--- src/rtl/lsoc1000_stage_de_pipe.sv ---
// Decode-stage pipeline register between DE1 and DE2.
// Each captured group is truncated after its first excepting lane and compacted
// toward lane 0. An optional skid entry lets in_ready come straight from a flop.
module lsoc1000_stage_de_pipe #(
    parameter int NPORT  = 3,
    parameter int GRLEN  = 32,
    parameter int HINT_W = 4,
    parameter int SKID   = 1
) (
    input  logic                        clk,
    input  logic                        resetn,
    input  logic                        flush,
    input  logic [NPORT-1:0]            in_valid,
    input  logic [NPORT*GRLEN-1:0]      in_pc,
    input  logic [NPORT*32-1:0]         in_inst,
    input  logic [NPORT*(GRLEN-2)-1:0]  in_br_target,
    input  logic [NPORT-1:0]            in_br_taken,
    input  logic [NPORT-1:0]            in_exception,
    input  logic [NPORT*6-1:0]          in_exccode,
    input  logic [NPORT*HINT_W-1:0]     in_hint,
    output logic                        in_ready,
    input  logic                        allow_in,
    output logic [NPORT-1:0]            out_valid,
    output logic [NPORT*GRLEN-1:0]      out_pc,
    output logic [NPORT*32-1:0]         out_inst,
    output logic [NPORT*(GRLEN-2)-1:0]  out_br_target,
    output logic [NPORT-1:0]            out_br_taken,
    output logic [NPORT-1:0]            out_exception,
    output logic [NPORT*6-1:0]          out_exccode,
    output logic [NPORT*HINT_W-1:0]     out_hint
);

    localparam int TW = GRLEN - 2;
    localparam int LW = GRLEN + 32 + TW + 1 + 1 + 6 + HINT_W;

    logic [NPORT-1:0]    main_vld_q, main_vld_d;
    logic [NPORT-1:0]    skid_vld_q, skid_vld_d;
    logic [NPORT*LW-1:0] main_data_q, main_data_d;
    logic [NPORT*LW-1:0] skid_data_q, skid_data_d;
    logic [NPORT-1:0]    cap_vld;
    logic [NPORT*LW-1:0] cap_data;
    logic                main_full;
    logic                skid_full;
    logic                accept;
    logic                xfer;

    assign main_full = |main_vld_q;
    assign skid_full = |skid_vld_q;

    // With a skid entry in_ready depends only on flops; without one it must
    // look at allow_in to sustain one group per cycle.
    assign in_ready = (SKID != 0) ? !skid_full : (!main_full || allow_in);
    assign accept   = (|in_valid) && in_ready;
    assign xfer     = main_full && allow_in;

    // Truncate after the lowest excepting valid lane, then pack survivors from lane 0.
    always_comb begin
        int   k;
        logic stop;
        cap_vld  = '0;
        cap_data = '0;
        k        = 0;
        stop     = 1'b0;
        for (int i = 0; i < NPORT; i++) begin
            if (in_valid[i] && !stop) begin
                for (int j = 0; j < NPORT; j++) begin
                    if (j == k) begin
                        cap_vld[j]            = 1'b1;
                        cap_data[j*LW +: LW]  = {in_pc[i*GRLEN +: GRLEN],
                                                 in_inst[i*32 +: 32],
                                                 in_br_target[i*TW +: TW],
                                                 in_br_taken[i],
                                                 in_exception[i],
                                                 in_exccode[i*6 +: 6],
                                                 in_hint[i*HINT_W +: HINT_W]};
                    end
                end
                k = k + 1;
                if (in_exception[i]) begin
                    stop = 1'b1;
                end
            end
        end
    end

    // Entry next-state. The skid branch is unreachable when SKID=0 because
    // in_ready is low whenever MAIN is held.
    always_comb begin
        main_vld_d  = main_vld_q;
        main_data_d = main_data_q;
        skid_vld_d  = skid_vld_q;
        skid_data_d = skid_data_q;
        if (flush) begin
            main_vld_d  = '0;
            main_data_d = '0;
            skid_vld_d  = '0;
            skid_data_d = '0;
        end else if (!main_full || xfer) begin
            if (skid_full) begin
                main_vld_d  = skid_vld_q;
                main_data_d = skid_data_q;
                skid_vld_d  = '0;
                skid_data_d = '0;
            end else if (accept) begin
                main_vld_d  = cap_vld;
                main_data_d = cap_data;
            end else begin
                main_vld_d  = '0;
                main_data_d = '0;
            end
        end else if (accept) begin
            skid_vld_d  = cap_vld;
            skid_data_d = cap_data;
        end
    end

    // Entry registers.
    always_ff @(posedge clk or negedge resetn) begin
        if (!resetn) begin
            main_vld_q  <= '0;
            main_data_q <= '0;
            skid_vld_q  <= '0;
            skid_data_q <= '0;
        end else begin
            main_vld_q  <= main_vld_d;
            main_data_q <= main_data_d;
            skid_vld_q  <= skid_vld_d;
            skid_data_q <= skid_data_d;
        end
    end

    assign out_valid = main_vld_q;

    for (genvar g = 0; g < NPORT; g++) begin : g_unpack
        assign {out_pc[g*GRLEN +: GRLEN],
                out_inst[g*32 +: 32],
                out_br_target[g*TW +: TW],
                out_br_taken[g],
                out_exception[g],
                out_exccode[g*6 +: 6],
                out_hint[g*HINT_W +: HINT_W]} = main_data_q[g*LW +: LW];
    end

endmodule

--- config.mk ---
export PLATFORM = sky130hd
export DESIGN_NAME = lsoc1000_stage_de_pipe
export DESIGN_NICKNAME = d
export VERILOG_FILES = /design/src/rtl/lsoc1000_stage_de_pipe.sv
export SDC_FILE = /design/constraint.sdc
export NUM_CORES = 1
export LEC_CHECK = 0
export ABC_AREA = 1
export BUFFER_PORTS_ARGS = -buffer_cell sky130_fd_sc_hd__buf_2
export CORE_AREA = 2 2 255 257
export CTS_BUF_LIST = sky130_fd_sc_hd__clkbuf_8 sky130_fd_sc_hd__clkbuf_16
export DETAILED_ROUTE_END_ITERATION = 10
export DIE_AREA = 0 0 257 259
export PLACE_DENSITY_LB_ADDON = 0.15
export SYNTH_ARGS = -nofsm -noshare
export SYNTH_HDL_FRONTEND = slang
export SYNTH_SLANG_ARGS = --single-unit
--- constraint.sdc ---
create_clock -name clk -period 5.4 [get_ports clk]
set_input_delay 0.27 -clock clk [delete_from_list [all_inputs] [get_ports clk]]
set_output_delay 0.27 -clock clk [all_outputs]
set_load 0.05 [all_outputs]
==> results by group, run 1 <==
Status
  • Run status: complete, but fails checks
  • Violated checks: max-slew violations

GRT
  • All-layer global routing usage: between 30 and 40%
  • Overflow left after global routing: 0
  • First-pass GRT wire length: roughly 190,000 µm
  • Vias in the first global route: about 34,000
  • Initial antenna violation count: 15
  • Largest net degree at the start of global routing: roughly 230

STA
  • Max transition margin: -3.60%
  • Worst hold slack: 0.0254 ns
  • Final setup viols: 0
  • Max Fclk: approximately 260 MHz
  • Setup TNS: 0 ns
  • Final Hold Fails: 0
  • Min Tclk post-route: ~3.9 ns
  • Max Slew Vio Count: 54
  • Slew @ Worst Pin: 1.55 ns
  • Final Cycle Share: 71.6%
  • Fin worst setup slack: between 1.5 and 2 ns
  • Clock skew: 0.0190 ns
  • RSZ-0062 raised after global routing: no

Clock network
  • Clock buffer depth: 3
  • H-tree depth: 3
  • CTS tree: yes
  • Reg clk slew, reported paths: approximately 0.06 ns
  • TritonCTS Buffers: just over 70
  • Clock sinks: 642
  • Clk_lat worst skew: 0.62 ns
  • Hold buffers post-CTS: 107
  • Setup Buffers After CTS: 0
  • CTS resizes: 0
  • CTS root buf: clkbuf_16

Synth
  • Cells after Synth: between 4,000 and 5,000
  • Top cell type by total area after synthesis: dfrtp_1
  • Synth area leaders: dfrtp_1 (48%), nand2_1 (27%), nand3_1 (17%)
  • Syn Nets: between 5,000 and 6,000
  • Yosys warns: 0
  • Post-synth top area share: approximately 48%
  • Synthesized area: roughly 0.034 mm²
  • Cell variety after synth: 21
  • Syn Area/Cell: ~6.9 µm²
  • Sequential cell area fraction in the yosys report: between 40 and 50%
  • #FFs+latches synth: 642

Setup path
  • Worst-path maximum fanout: ~190
  • CP endpoint kind: flip-flop
  • Crit Reg-Reg Startpoint: skid_vld_q[2]
  • R2R Setup Slk: ~1.5 ns
  • Worst Reg-to-Reg Cells: 9
  • Startpoint Class: flip-flop
  • Worst EP required: around 5.9 ns
  • RR Endpoint: skid_data_q[49]
  • Crit path arrival time: 4.41 ns
  • Crit path kind: reg -> reg

Placement
  • I/O Buffers: between 600 and 700
  • DP Wirelength: ~73,000 µm
  • Placed Area: between 0.03 and 0.04 mm²
  • Placement Setup Slack: around 1.9 ns
  • Placed Instances: ~6,100
  • Gpl congestion: just under 0.9

Layout
  • Most frequent cells in the layout: nand2_1 (2,468), nand3_1 (1,162), buf_2 (644)
  • Fraction of layout cells with a size suffix above 1: around 15%
  • Fin util: a little under two thirds
  • Layout fillers: 5,807
  • Area Overhead vs Synth: 20.1%
  • Nets@finish: 5,714
  • Final Cell Area: approximately 0.04 mm²
  • Leading cell type in the layout, fill and taps excluded: nand2_1
  • Layout Cells excl Fill: 6,305

Hold path
  • Worst hold path startpoint: in_pc[39]
  • Worst hold stages: 5
  • Min-Delay Path Class: in -> reg
  • Hold Path Sink: skid_data_q[187]

Die
  • Die area: ~0.067 mm²
  • # rows: slightly above 90
  • Core area: 0.0639 mm²
  • Ports: 647
  • DIE HEIGHT: 259 µm
  • Die Wd: 257 µm
  • Initial core utilization: 52.9%

Power
  • IR drop worst, VDD: ~300 µV
  • Switch Pwr: roughly 4.6 mW
  • Power, Total: ~13 mW
  • Int Pwr: 8.68 mW
  • Gate power share: ~22%
  • Net Sw Frac: about a third
  • Leak pwr: 24.3 nW
  • Clock power frac: a little under two fifths
  • Cell area power density: 327 mW/mm²
  • Sequential share of power: between 30% and 40%

Routing
  • Via count: between 30,000 and 40,000
  • Wirelength, routed: between 100,000 and 150,000 µm
  • Routed wire length per instance: a little under 20 µm
  • Post-route ant nets: 0
  • DR DRC count: 0
  • Avg Vias per Cell: roughly 5.7
  • DR pass1 iterations: 6
  • 1st-iter DRT viols: around 4,100

Flow run
  • Max capacitance violation total: 0
-- worst max-delay path by stage --
stage	start	end	depth (start not counted)
after floorplan	in_valid[0]	main_data_q[172]	14
after detailed placement	skid_vld_q[0]	main_data_q[104]	8
final	skid_vld_q[2]	skid_data_q[49]	9
after CTS	skid_vld_q[2]	main_data_q[104]	8
after global routing	skid_vld_q[1]	skid_data_q[69]	9
after global placement	skid_vld_q[1]	main_data_q[96]	8
-- Yosys cell counts --
| cell | n |
|---|---|
| nand2_1 | 2469 |
| nand3_1 | 1162 |
| dfrtp_1 | 642 |
| clkbuf_1 | 259 |
| inv_1 | 117 |
| o21ai_0 | 108 |
| buf_2 | 80 |
| buf_1 | 41 |
| nor2_1 | 5 |
| inv_2 | 4 |
| buf_6 | 2 |
| nand4_1 | 2 |
| o21ai_1 | 2 |
| a21oi_1 | 1 |
| clkinv_1 | 1 |
| ha_1 | 1 |
| nand2_2 | 1 |
| nor2_2 | 1 |
| nor3_4 | 1 |
| o211ai_1 | 1 |
| o21bai_1 | 1 |
-- cell families (layout without fill, tap and decap cells) --
kind of cell    after synthesis  after routing  share of synthesized area [%]
compound gates              113            113                           1.69
fa+ha+maj                     1              1                         0.0370
buf+inv                     504           1046                           5.94
flops                       642            642                           47.5
other cells                   0              7                              0
simple gates               3641           3641                           44.8
-- worst max-delay path: stages, from the launching register on --
cell,delay (ns)
dfrtp_1,0.37
nor2_1,0.08
nand2_4,0.64
inv_2,0.08
nand2_2,0.24
inv_8,0.21
o21ai_4,0.49
buf_12,0.50
nand3_1,0.17
nand2_1,0.12
-- sequential cells by signal, indices dropped and copies added, names as in the netlist --
signal       count
main_data_q    318
skid_data_q    318
out_valid        3
skid_vld_q       3
-- cell type report --
class	instances	area (µm²)	area share (%)
Clock buffer	97	2200	5.42
Sequential cell	642	16100	39.6
Tap cell	855	1070	2.63
Antenna cell	7	17.5	0.0431
Multi-Input combinational cell	3755	15800	38.9
Clock inverter	32	203	0.499
Timing Repair Buffer	795	4780	11.8
Inverter	122	485	1.20
-- power groups by stage --
stage / Clock, mW / Sequential [mW] / Combinational [mW]
6_report: 5.03 / 5.29 / 2.96
5_1_grt: 5.25 / 5.31 / 3.17
4_1_cts: 5.06 / 5.28 / 2.93
3_5_place_dp: 0 / 5.36 / 2.86
3_3_place_gp: 0 / 5.36 / 2.85
2_1_floorplan: 0 / 5.89 / 1.31
-- routing by layer --
layer	vias up	GRT usage (%)	wire [µm]
met2	1947	54.9	55900
li1	16600	-	-
met4	14	18.4	6060
met5	-	0	68
met3	369	8.23	12700
met1	17000	49.4	49400
(Power assumes the default switching activity.)
==> run 2, diff against run 1 <==
--- a/config.mk
+++ b/config.mk
@@ -5,12 +5,12 @@
 export SDC_FILE = /design/constraint.sdc
 export NUM_CORES = 1
 export LEC_CHECK = 0
-export ABC_AREA = 1
+export ABC_AREA = 0
 export BUFFER_PORTS_ARGS = -buffer_cell sky130_fd_sc_hd__buf_2
-export CORE_AREA = 2 2 255 257
+export CORE_AREA = 2 2 252 254
 export CTS_BUF_LIST = sky130_fd_sc_hd__clkbuf_8 sky130_fd_sc_hd__clkbuf_16
 export DETAILED_ROUTE_END_ITERATION = 10
-export DIE_AREA = 0 0 257 259
+export DIE_AREA = 0 0 254 256
 export PLACE_DENSITY_LB_ADDON = 0.15
 export SYNTH_ARGS = -nofsm -noshare
 export SYNTH_HDL_FRONTEND = slang
==> constraint.sdc (replaced) <==
create_clock -name clk -period 3.4 [get_ports clk]
set_input_delay 0.17 -clock clk [delete_from_list [all_inputs] [get_ports clk]]
set_output_delay 0.17 -clock clk [all_outputs]
set_load 0.05 [all_outputs]
==> run 2 against run 1 <==
  * The run now ends clean
  * Setup slack got worse by 0.84 ns
  * Clock skew is 0.0042 ns higher
  * Critical path depth fell by 2
  * First-iteration DRC count fell by 43%
  * Largest power group unchanged
  * Highest routed layer unchanged
==> results by group, run 2 <==
Clock network
  • Clk_lat worst skew: 0.61 ns
  • CTS resizes: 0
  • Reg clk slew, reported paths: roughly 0.06 ns
  • Clock buffer depth: 3
  • CTS root buf: clkbuf_16
  • H-tree depth: 3
  • Clock sinks: around 640
  • CTS tree: yes
  • TritonCTS Buffers: 73

Synth
  • #FFs+latches synth: about 640
  • Top_reg_cell synth: dfrtp_1
  • Top cells by count, synth: dfrtp_1 (642), a22o_1 (316), a22oi_1 (212), mux2i_1 (210), o2bb2ai_1 (201)
  • Post-synth top area share: 56.5%
  • Cell variety after synth: about 40
  • Synthesized area: between 0.02 and 0.03 mm²
  • Cells after Synth: 2,298
  • Sequential cell area fraction in the yosys report: between 50% and 60%
  • Top cell type by total area after synthesis: dfrtp_1
  • Synth area leaders: dfrtp_1 (56%), a22o_1 (9.7%), mux2i_1 (7.4%)
  • Yosys warns: 0
  • Post-synth ARST share: 100%
  • Syn Area/Cell: 12.4 µm²
  • Post-synth EDFFs: 0
  • Syn Nets: 2,624
  • Most frequent cell after synthesis: dfrtp_1

Die
  • Die Wd: 254 µm
  • Initial core utilization: between 40% and 50%
  • Core area: 0.0624 mm²
  • Ports: roughly 650
  • # rows: between 90 and 100
  • DIE HEIGHT: 256 µm
  • Die area: around 0.065 mm²

GRT
  • Overflow left after global routing: 0
  • First-pass GRT wire length: 158,000 µm
  • All-layer global routing usage: 31.2%
  • Largest net degree at the start of global routing: between 100 and 150
  • Initial antenna violation count: 18
  • Vias in the first global route: around 25,000

Layout
  • Area Overhead vs Synth: 31.2%
  • Layout fillers: roughly 5,000
  • Fraction of layout cells with a size suffix above 1: about 27%
  • Most frequent cells in the layout: buf_2 (644), dfrtp_1 (642), a22o_1 (316)
  • Nets@finish: between 3,000 and 4,000
  • Final Cell Area: roughly 0.037 mm²
  • Biggest regs: main_data_q: 318 flops, skid_data_q: 318 flops
  • Leading cell type in the layout, fill and taps excluded: buf_2

STA
  • Max transition margin: 21.3%
  • Fin worst setup slack: just under 0.7 ns
  • Final setup viols: 0
  • Final Cycle Share: between 70% and 80%
  • Final Hold Fails: 0
  • RSZ-0062 raised after global routing: no
  • Clock skew: between 0.02 and 0.025 ns
  • Min Tclk post-route: approximately 2.7 ns
  • Max Fclk: ~370 MHz
  • Setup TNS: 0 ns
  • Max Slew Vio Count: 0
  • Slew @ Worst Pin: 1.18 ns

Routing
  • Via count: between 20,000 and 25,000
  • 1st-iter DRT viols: around 2,300
  • DR pass1 iterations: 6
  • Post-route ant nets: 0
  • Wirelength, routed: about 100,000 µm
  • Routed wire length per instance: 25.8 µm
  • DR DRC count: 0
  • Avg Vias per Cell: just over 6

Placement
  • DP Wirelength: 63,300 µm
  • Placed Area: 0.0326 mm²
  • Gpl congestion: slightly below 0.9
  • I/O Buffers: 646
  • Placement Setup Slack: around 0.67 ns

Setup path
  • Crit path arrival time: 3.22 ns
  • R2R Setup Slk: 0.72 ns
  • Worst EP required: approximately 3.9 ns
  • Crit path kind: in -> reg
  • RR Endpoint: skid_data_q[287]
  • Startpoint Class: input port
  • CP endpoint kind: flip-flop
  • Crit Reg-Reg Startpoint: out_valid[1]
  • Worst-path maximum fanout: 38
  • Worst Reg-to-Reg Cells: 6

Hold path
  • Min-Delay Path Class: in -> reg
  • Worst hold stages: 4
  • Hold Path Sink: main_data_q[148]
  • Worst hold path startpoint: in_inst[32]

Power
  • Cell area power density: slightly above 500 mW/mm²
  • Leak pwr: 19.8 nW
  • IR drop worst, VDD: about 360 µV

Flow run
  • Max capacitance violation total: 0

Status
  • Run status: complete, no violations
run 2: cell types whose count changed after synthesis, moves of 77 or more:
| cell | delta |
|---|---|
| a21o_1 | +106 |
| nand2_1 | -2464 |
| o21ai_0 | +77 |
| a22oi_1 | +212 |
| and2_1 | +107 |
| mux2i_1 | +210 |
| a22o_1 | +316 |
| nand3_1 | -1159 |
| o2bb2ai_1 | +201 |
| clkbuf_1 | -149 |
| inv_1 | -112 |
run 2: how the worst max path moves through the flow:
| stage | start | end | slack, ns | depth (start not counted) |
|---|---|---|---|---|
| after floorplan | skid_vld_q[1] | skid_data_q[278] | 1.04 | 6 |
| after global placement | in_valid[0] | main_data_q[66] | 0.72 | 6 |
| after detailed placement | in_valid[0] | main_data_q[57] | 0.67 | 6 |
| after CTS | out_valid[1] | skid_data_q[287] | 0.75 | 6 |
| after global routing | in_valid[0] | main_data_q[58] | 0.56 | 7 |
| final | in_valid[0] | main_data_q[72] | 0.69 | 7 |
run 2: what timing repair did:
| item | 4_1_cts | 5_1_grt |
|---|---|---|
| hold endpoints to repair | 695 | 0 |
| endpoints found under the setup margin | 0 | 0 |
| setup buffers | 0 | 0 |
| hold buffers | 235 | 0 |
run 2: metal layers:
layer	GRT usage [%]	vias up	share of wire (%)
li1	-	10500	-
met1	41.7	12600	40
met2	47.8	1278	46
met3	7.62	277	8.6
met4	15.1	6	4.7
met5	0	-	0.039
run 2: worst max-delay path: stages:
cell and delay [ns]:
buf_4 0.27, nor2b_4 0.98, buf_4 0.67, a22o_1 0.21, dlygate4sd3_1 0.54, mux2i_1 0.08
o21ai_0 0.23
run 2: area by class of cell:
cell class              count  area [µm²]  share of cell area, %
clock inverters            36         287                  0.768
clock buffers              91        2070                   5.56
well taps                 846        1060                   2.84
inverters                   5        18.8                 0.0503
repair buffers            943        6460                   17.3
diodes                     15        37.5                  0.101
flip-flops and latches    642       16100                   43.1
multi-input cells        1418       11300                   30.3
run 2: kinds of logic after synthesis:
group	Yosys count	share of synthesized area, %
multiplexers	211	7.43
flip-flops	642	56.5
buffers and inverters	238	4.11
AO/OA/AOI/OAI	1074	29.1
AND/OR/NAND/NOR	132	2.87
adder cells (fa/ha/maj)	1	0.0440
run 2: per-stage QoR:
stage	util, %	total power, mW	hold slack (ns)	instances
2_1_floorplan	-	9.95	-0.126	2298
3_3_place_gp	52.2	11.1	0.322	3619
3_5_place_dp	52.2	11.2	0.325	3619
4_1_cts	59.7	19.2	0.000205	3981
5_1_grt	59.8	19.8	0.0287	3996
6_report	59.8	19.1	0.0193	3996
run 2: power by group:
group	switching [mW]	internal (mW)	total (mW)
logic	2.23	0.950	3.18
clock network	3.20	4.61	7.80
registers	0.191	7.94	8.13
